**src/rtl/mem_arbiter.sv**
```systemverilog
// Two-port fixed-priority arbiter in front of a single-port 32-bit BRAM.
// Port 0 wins contention except when port 1 has waited STARVE_LIMIT cycles.
module mem_arbiter #(
  parameter int ADDR_WIDTH   = 14,
  parameter int STARVE_LIMIT = 4
) (
  input  logic                  clk,
  input  logic                  rst,
  input  logic                  m0_valid,
  input  logic                  m0_write,
  input  logic [3:0]            m0_wmask,
  input  logic [31:0]           m0_wdata,
  input  logic [ADDR_WIDTH-1:0] m0_addr,
  output logic                  m0_ready,
  output logic                  m0_rvalid,
  output logic [31:0]           m0_rdata,
  input  logic                  m1_valid,
  input  logic                  m1_write,
  input  logic [3:0]            m1_wmask,
  input  logic [31:0]           m1_wdata,
  input  logic [ADDR_WIDTH-1:0] m1_addr,
  output logic                  m1_ready,
  output logic                  m1_rvalid,
  output logic [31:0]           m1_rdata,
  output logic                  mem_write,
  output logic [3:0]            mem_wmask,
  output logic [31:0]           mem_wdata,
  output logic [ADDR_WIDTH-1:0] mem_addr,
  input  logic [31:0]           mem_rdata
);

  localparam int CNT_W = (STARVE_LIMIT < 1) ? 1 : $clog2(STARVE_LIMIT + 1);
  localparam logic [CNT_W-1:0] LIMIT = CNT_W'(STARVE_LIMIT);

  logic [1:0]       rv_q, rv_d;
  logic [CNT_W-1:0] starve_cnt_q, starve_cnt_d;
  logic             promote, g0, g1;

  always_comb begin
    promote = (STARVE_LIMIT != 0) && (starve_cnt_q >= LIMIT);
    g1      = m1_valid && (!m0_valid || promote);
    g0      = m0_valid && !g1;

    // Idle cycles present port 0's fields; only mem_write must be quiet then.
    if (g1) begin
      mem_wmask = m1_wmask;
      mem_wdata = m1_wdata;
      mem_addr  = m1_addr;
    end else begin
      mem_wmask = m0_wmask;
      mem_wdata = m0_wdata;
      mem_addr  = m0_addr;
    end
    mem_write = (g0 && m0_write) || (g1 && m1_write);

    rv_d = {g1 && !m1_write, g0 && !m0_write};

    // Saturating wait counter; with no limit it saturates at zero.
    if (m1_valid && !g1) begin
      if (starve_cnt_q >= LIMIT) begin
        starve_cnt_d = LIMIT;
      end else begin
        starve_cnt_d = starve_cnt_q + 1'b1;
      end
    end else begin
      starve_cnt_d = '0;
    end
  end

  always_ff @(posedge clk) begin
    if (rst) begin
      rv_q         <= '0;
      starve_cnt_q <= '0;
    end else begin
      rv_q         <= rv_d;
      starve_cnt_q <= starve_cnt_d;
    end
  end

  assign m0_ready  = g0;
  assign m1_ready  = g1;
  // Gated by rst so a read in flight when reset arrives is dropped immediately.
  assign m0_rvalid = rv_q[0] && !rst;
  assign m1_rvalid = rv_q[1] && !rst;
  assign m0_rdata  = mem_rdata;
  assign m1_rdata  = mem_rdata;

endmodule

```
**config.mk**
```make
export PLATFORM = sky130hd
export DESIGN_NAME = mem_arbiter
export DESIGN_NICKNAME = d
export VERILOG_FILES = /design/src/rtl/mem_arbiter.sv
export SDC_FILE = /design/constraint.sdc
export NUM_CORES = 1
export LEC_CHECK = 0
export BUFFER_PORTS_ARGS = -buffer_cell sky130_fd_sc_hd__buf_2
export CORE_AREA = 4 4 99 101
export DETAILED_ROUTE_END_ITERATION = 12
export DIE_AREA = 0 0 103 105
export GPL_ROUTABILITY_DRIVEN = 0
export MAX_ROUTING_LAYER = met4
export SETUP_SLACK_MARGIN = 0.05
export SLEW_MARGIN = 0
export SYNTH_ARGS = -nofsm -noshare
export SYNTH_HDL_FRONTEND = slang
export SYNTH_SLANG_ARGS = --single-unit
```
**constraint.sdc**
```tcl
create_clock -name clk -period 1.6 [get_ports clk]
set_input_delay 0.32 -clock clk [delete_from_list [all_inputs] [get_ports clk]]
set_output_delay 0.32 -clock clk [all_outputs]
set_load 0.02 [all_outputs]
```
* Word-level counts from Yosys, hierarchy flattened *
Cells that the tools add are included.

storage, ports and cells
  bits in registers = 5
  bits in latches = 0
  RAM bits = 0
  ROM bits = 0
  input bits = 138
  output and inout bits = 119
  word-level logic and storage cells = 28
  memories = 0

cells by class
  add/subtract/negate cells = 1
  multipliers = 0
  divide/modulo/power cells = 0
  order comparisons = 1
  equal/unequal tests = 0
  shift-type cells = 0
  multiplexer cells = 4
  bitwise operators = 1
  reductions and logical operators = 18

operator list
  operator             count
  $mux 32              1
  $mux 14              1
  $logic_and 1x1->1    9
  $logic_not 1->1      5
  $mux 4               1
  $add 3x1->3 const B  1
  $ge 3x3->1 const B   1
  $mux 3               1
  $reduce_or 3->1      1
  $logic_or 1x1->1     2
  $reduce_or 2->1      1
  $not 1->1            1

* Depth between registers and ports, before layout *
  depth after elaboration = 7
  mapped depth = 5
  gate-level depth less buffers = 4

* Worst setup path after synthesis *
No wires, ideal clock.

  path type = input to output
  start point = input m0_valid
  end point = output mem_write
  arrival time = 1.260 ns
  data required time = 1.280 ns
  slack = 0.020 ns
  cell stages on the path = 2
  path buffers = 0
  path through = a21boi_0 -> a22o_1

between the ends
  word-level cells in the longest chain between the ends = 7
  elaborated cells on any way between the ends = 8
  those cells by class = reduce/logical: 8

RTL lines
  item                line  source
  start: declaration  9     input logic m0_valid,
  $logic_not 1->1     41    g1 = m1_valid && (!m0_valid || promote);
  $logic_or 1x1->1    41
  $logic_and 1x1->1   41
  $logic_not 1->1     42    g0 = m0_valid && !g1;
  $logic_and 1x1->1   42
  $logic_and 1x1->1   54    mem_write = (g0 && m0_write) || (g1 && m1_write);
  $logic_or 1x1->1 *  54
  end: declaration    25    output logic mem_write,

Every way passes the cells marked *; elsewhere a longest branch is shown, timed or not.

* Worst setup path in the final report *
  start point = register starve_cnt_q[2]
  end point = output mem_addr[12]

between the ends
  word-level cells in the longest chain between the ends = 4

RTL lines
  item                      line  source
  start: declaration        36    logic [CNT_W-1:0] starve_cnt_q, starve_cnt_d;
  start signal: assignment  76    starve_cnt_q <= starve_cnt_d;
  $ge 3x3->1                40    promote = (STARVE_LIMIT != 0) && (starve_cnt_q >= LIMIT);
  $logic_or 1x1->1          41
  $logic_and 1x1->1         41
  $mux 14                   45    if (g1) begin
  end: declaration          28    output logic [ADDR_WIDTH-1:0] mem_addr,

No other way between the ends.

==> impl_metrics.env <==
export IMPL_drt_total_wl_um=4956
export IMPL_yosysSeqAreaShare=0.06375
export IMPL_synth_cells=142
export IMPL_setup_viol=51
export IMPL_drv_cap=0
export IMPL_cts_clk_slew_worst_paths_ns=0.04
export IMPL_drive_above_1_share=0.9153
export IMPL_drt_first_pass_iters=3
export IMPL_cts_sinks=5
export IMPL_run_status="finished, violations left"
export IMPL_routed_via_count=1315
export IMPL_worst_path_max_delay_cell="dfxtp_1"
export IMPL_min_path_type="primary input to flip-flop"
export IMPL_insertion_delay_ns=0.22
export IMPL_period_share=1.108
export IMPL_wl_met1_um=1646
export IMPL_cellLeakagePower_uw=0.001307
export IMPL_cts_max_level=1
export IMPL_cts_root_buf="clkbuf_8"
export IMPL_n_antenna_cell=0
export IMPL_nets=389
export IMPL_synth_distinct_cells=18
export IMPL_grtUsageTotal=0.07796
export IMPL_path_class="flip-flop to output pin"
export IMPL_grt_pass1_vias=1283
export IMPL_ioPinCount=257
export IMPL_violations="negative setup slack"
export IMPL_maxSlewViolCount=0
export IMPL_critPathMaxFanout=5
export IMPL_rsz0062_at_grt="yes"
export IMPL_grt_pass1_wl_um=6437
export IMPL_crit_chain="nand2b_4, nand2_8, buf_4, mux2_4, buf_2"
export IMPL_arrival_ns=1.45
export IMPL_period_needed_ns=1.773
export IMPL_fin_skew_ns=0.006658
export IMPL_start_util=0.1741
export IMPL_peakVddDrop_mv=0.3303
export IMPL_numCtsBuffers=3
export IMPL_core_area_um2=9021
export IMPL_p_per_area_nw_per_um2=472.1
export IMPL_endpoint_kind="output pin"
export IMPL_area_growth_pct=40.48
export IMPL_yosysWarningCount=0
export IMPL_vias_per_cell=3.663
export IMPL_ant_nets=0
export IMPL_syn_area_per_cell_um2=11.06
export IMPL_fmax_ghz=0.5640
export IMPL_rows=35
export IMPL_slowest_delay_ns=0.32
export IMPL_cp_start_kind="flip-flop"
export IMPL_cts_tree="yes"
export IMPL_fin_ws_ns=-0.1729
export IMPL_post_dp_hpwl_um=4322
export IMPL_overflow=0
export IMPL_ys_ff_latch=5
export IMPL_fin_total_pwr_uw=1041
export IMPL_antenna_found_initial=0
export IMPL_tns_ns=-7.512
export IMPL_tightest_slew_ns=0.3350
export IMPL_wl_per_cell_um=13.81
export IMPL_routed_top_layer="met4"
export IMPL_die_h_um=105
export IMPL_synth_area_um2=1570
export IMPL_path_buf_inv=2
export IMPL_dieArea_um2=10820
export IMPL_grt_start_max_net_pins=14
export IMPL_worstPathRequired_ns=1.28
export IMPL_port_buffers=160
export IMPL_drc=0
export IMPL_drt_iter0_drc=17
export IMPL_dr_wl_met2_um=2499
export IMPL_die_w_um=103
export IMPL_syn_nets=282
export IMPL_cp_top_family="buffers and inverters"
export IMPL_slew_headroom=0.7762
export IMPL_hold_violations=0
export IMPL_met3WireLength_um=791
export IMPL_clk_path_buf_depth=2
final cells by class:
| class | instances | area (um2) |
|---|---|---|
| repair buffers | 170 | 1021 |
| well taps | 111 | 138.9 |
| multi-input cells | 66 | 889.6 |
| inverters | 3 | 11.26 |
| clock buffers | 4 | 45.04 |
| flip-flops and latches | 5 | 100.1 |
| fillers | 972 | 6815 |
cells in the mapped netlist:
cell      count  area, um2
and2_1        2      12.51
nor3_1        1      5.000
mux2_4       49      735.7
nand2b_4      1      13.76
ha_1          2      25.02
buf_4        64      480.5
mux2_2        1      11.26
a21boi_0      1      7.510
inv_2         1      3.750
nor2_1        1      3.750
nor3b_1       2      15.01
dfxtp_1       5      100.1
or2b_1        1      7.510
a22o_1        1      8.760
nand2_8       1      20.02
buf_12        5      100.1
inv_1         2      7.510
nor2b_1       2      12.51
where the power goes:
part	switching (uW)	internal (uW)	total, uW
Combinational	302	378	680
Sequential	1.31	128	130
Clock	60.6	171	232
stage by stage:
stage / util / cell area (um2) / std cells / setup WS (ns) / hold WS [ns]
after floorplan: - / 1570 / 142 / 0.1900 / 0.3951
after global placement: 0.2255 / 2034 / 353 / -0.03008 / 0.4485
after detailed placement: 0.2255 / 2034 / 353 / -0.04584 / 0.4564
after CTS: 0.2397 / 2162 / 359 / -0.2002 / 0.2774
after global routing: 0.2445 / 2206 / 359 / -0.2310 / 0.2857
final: 0.2445 / 2206 / 359 / -0.1729 / 0.2818
path summary, 6_finish.rpt:
check / startpoint / to / slack [ns] / cells past startpoint
setup / recovery: starve_cnt_q[2] / mem_addr[12] / -0.17 / 5
hold / removal: m0_write / rv_q[0] / 0.28 / 2
setup reg to reg: starve_cnt_q[2] / starve_cnt_q[2] / 0.65 / 4
hold reg to reg: starve_cnt_q[0] / starve_cnt_q[0] / 0.46 / 1
cells by family (layout without fill, tap and decap cells):
kind of cell / Yosys count / after routing / share of synthesized area
buffers and inverters: 72 / 177 / 0.3769
multiplexers: 50 / 50 / 0.4757
AND/OR/NAND/NOR: 11 / 12 / 0.05736
flip-flops: 5 / 5 / 0.06375
adder cells (fa/ha/maj): 2 / 2 / 0.01593
AO/OA/AOI/OAI: 2 / 2 / 0.01036
registers in the layout, indices dropped and copies added (netlist names):
| signal | flops |
|---|---|
| starve_cnt_q | 3 |
| rv_q | 2 |
worst register-to-register path, stage by stage, from the launching register on:
cell and delay [ns]:
dfxtp_1 0.30, nand2b_4 0.18, buf_4 0.15, nor2_1 0.11, and2_1 0.14
layout by cell type, fill, tap and decap left out, drive strengths merged:
cell type	instances
a21boi	1
a22o	1
and2	2
buf	170
clkbuf	4
dfxtp	5
ha	2
inv	3
mux2	50
nand2	2
nand2b	1
nor2	1
nor2b	2
nor3	1
nor3b	2
or2b	1
layer usage:
metal  GRT usage  vias to the layer above
li1            -                      624
met1     0.07963                      579
met2      0.1389                      108
met3     0.03004                        4
met4     0.01758                        0
met5           -                        -
repair_timing:
action / in CTS / in global routing
resized for setup: 20 / 14
setup endpoints to repair: 51 / 52
pin swaps: 1 / 0
hold buffers: 0 / 0
gates cloned: 1 / 0
setup buffers: 1 / 0
No activity file was read; power rests on OpenSTA's default activity.
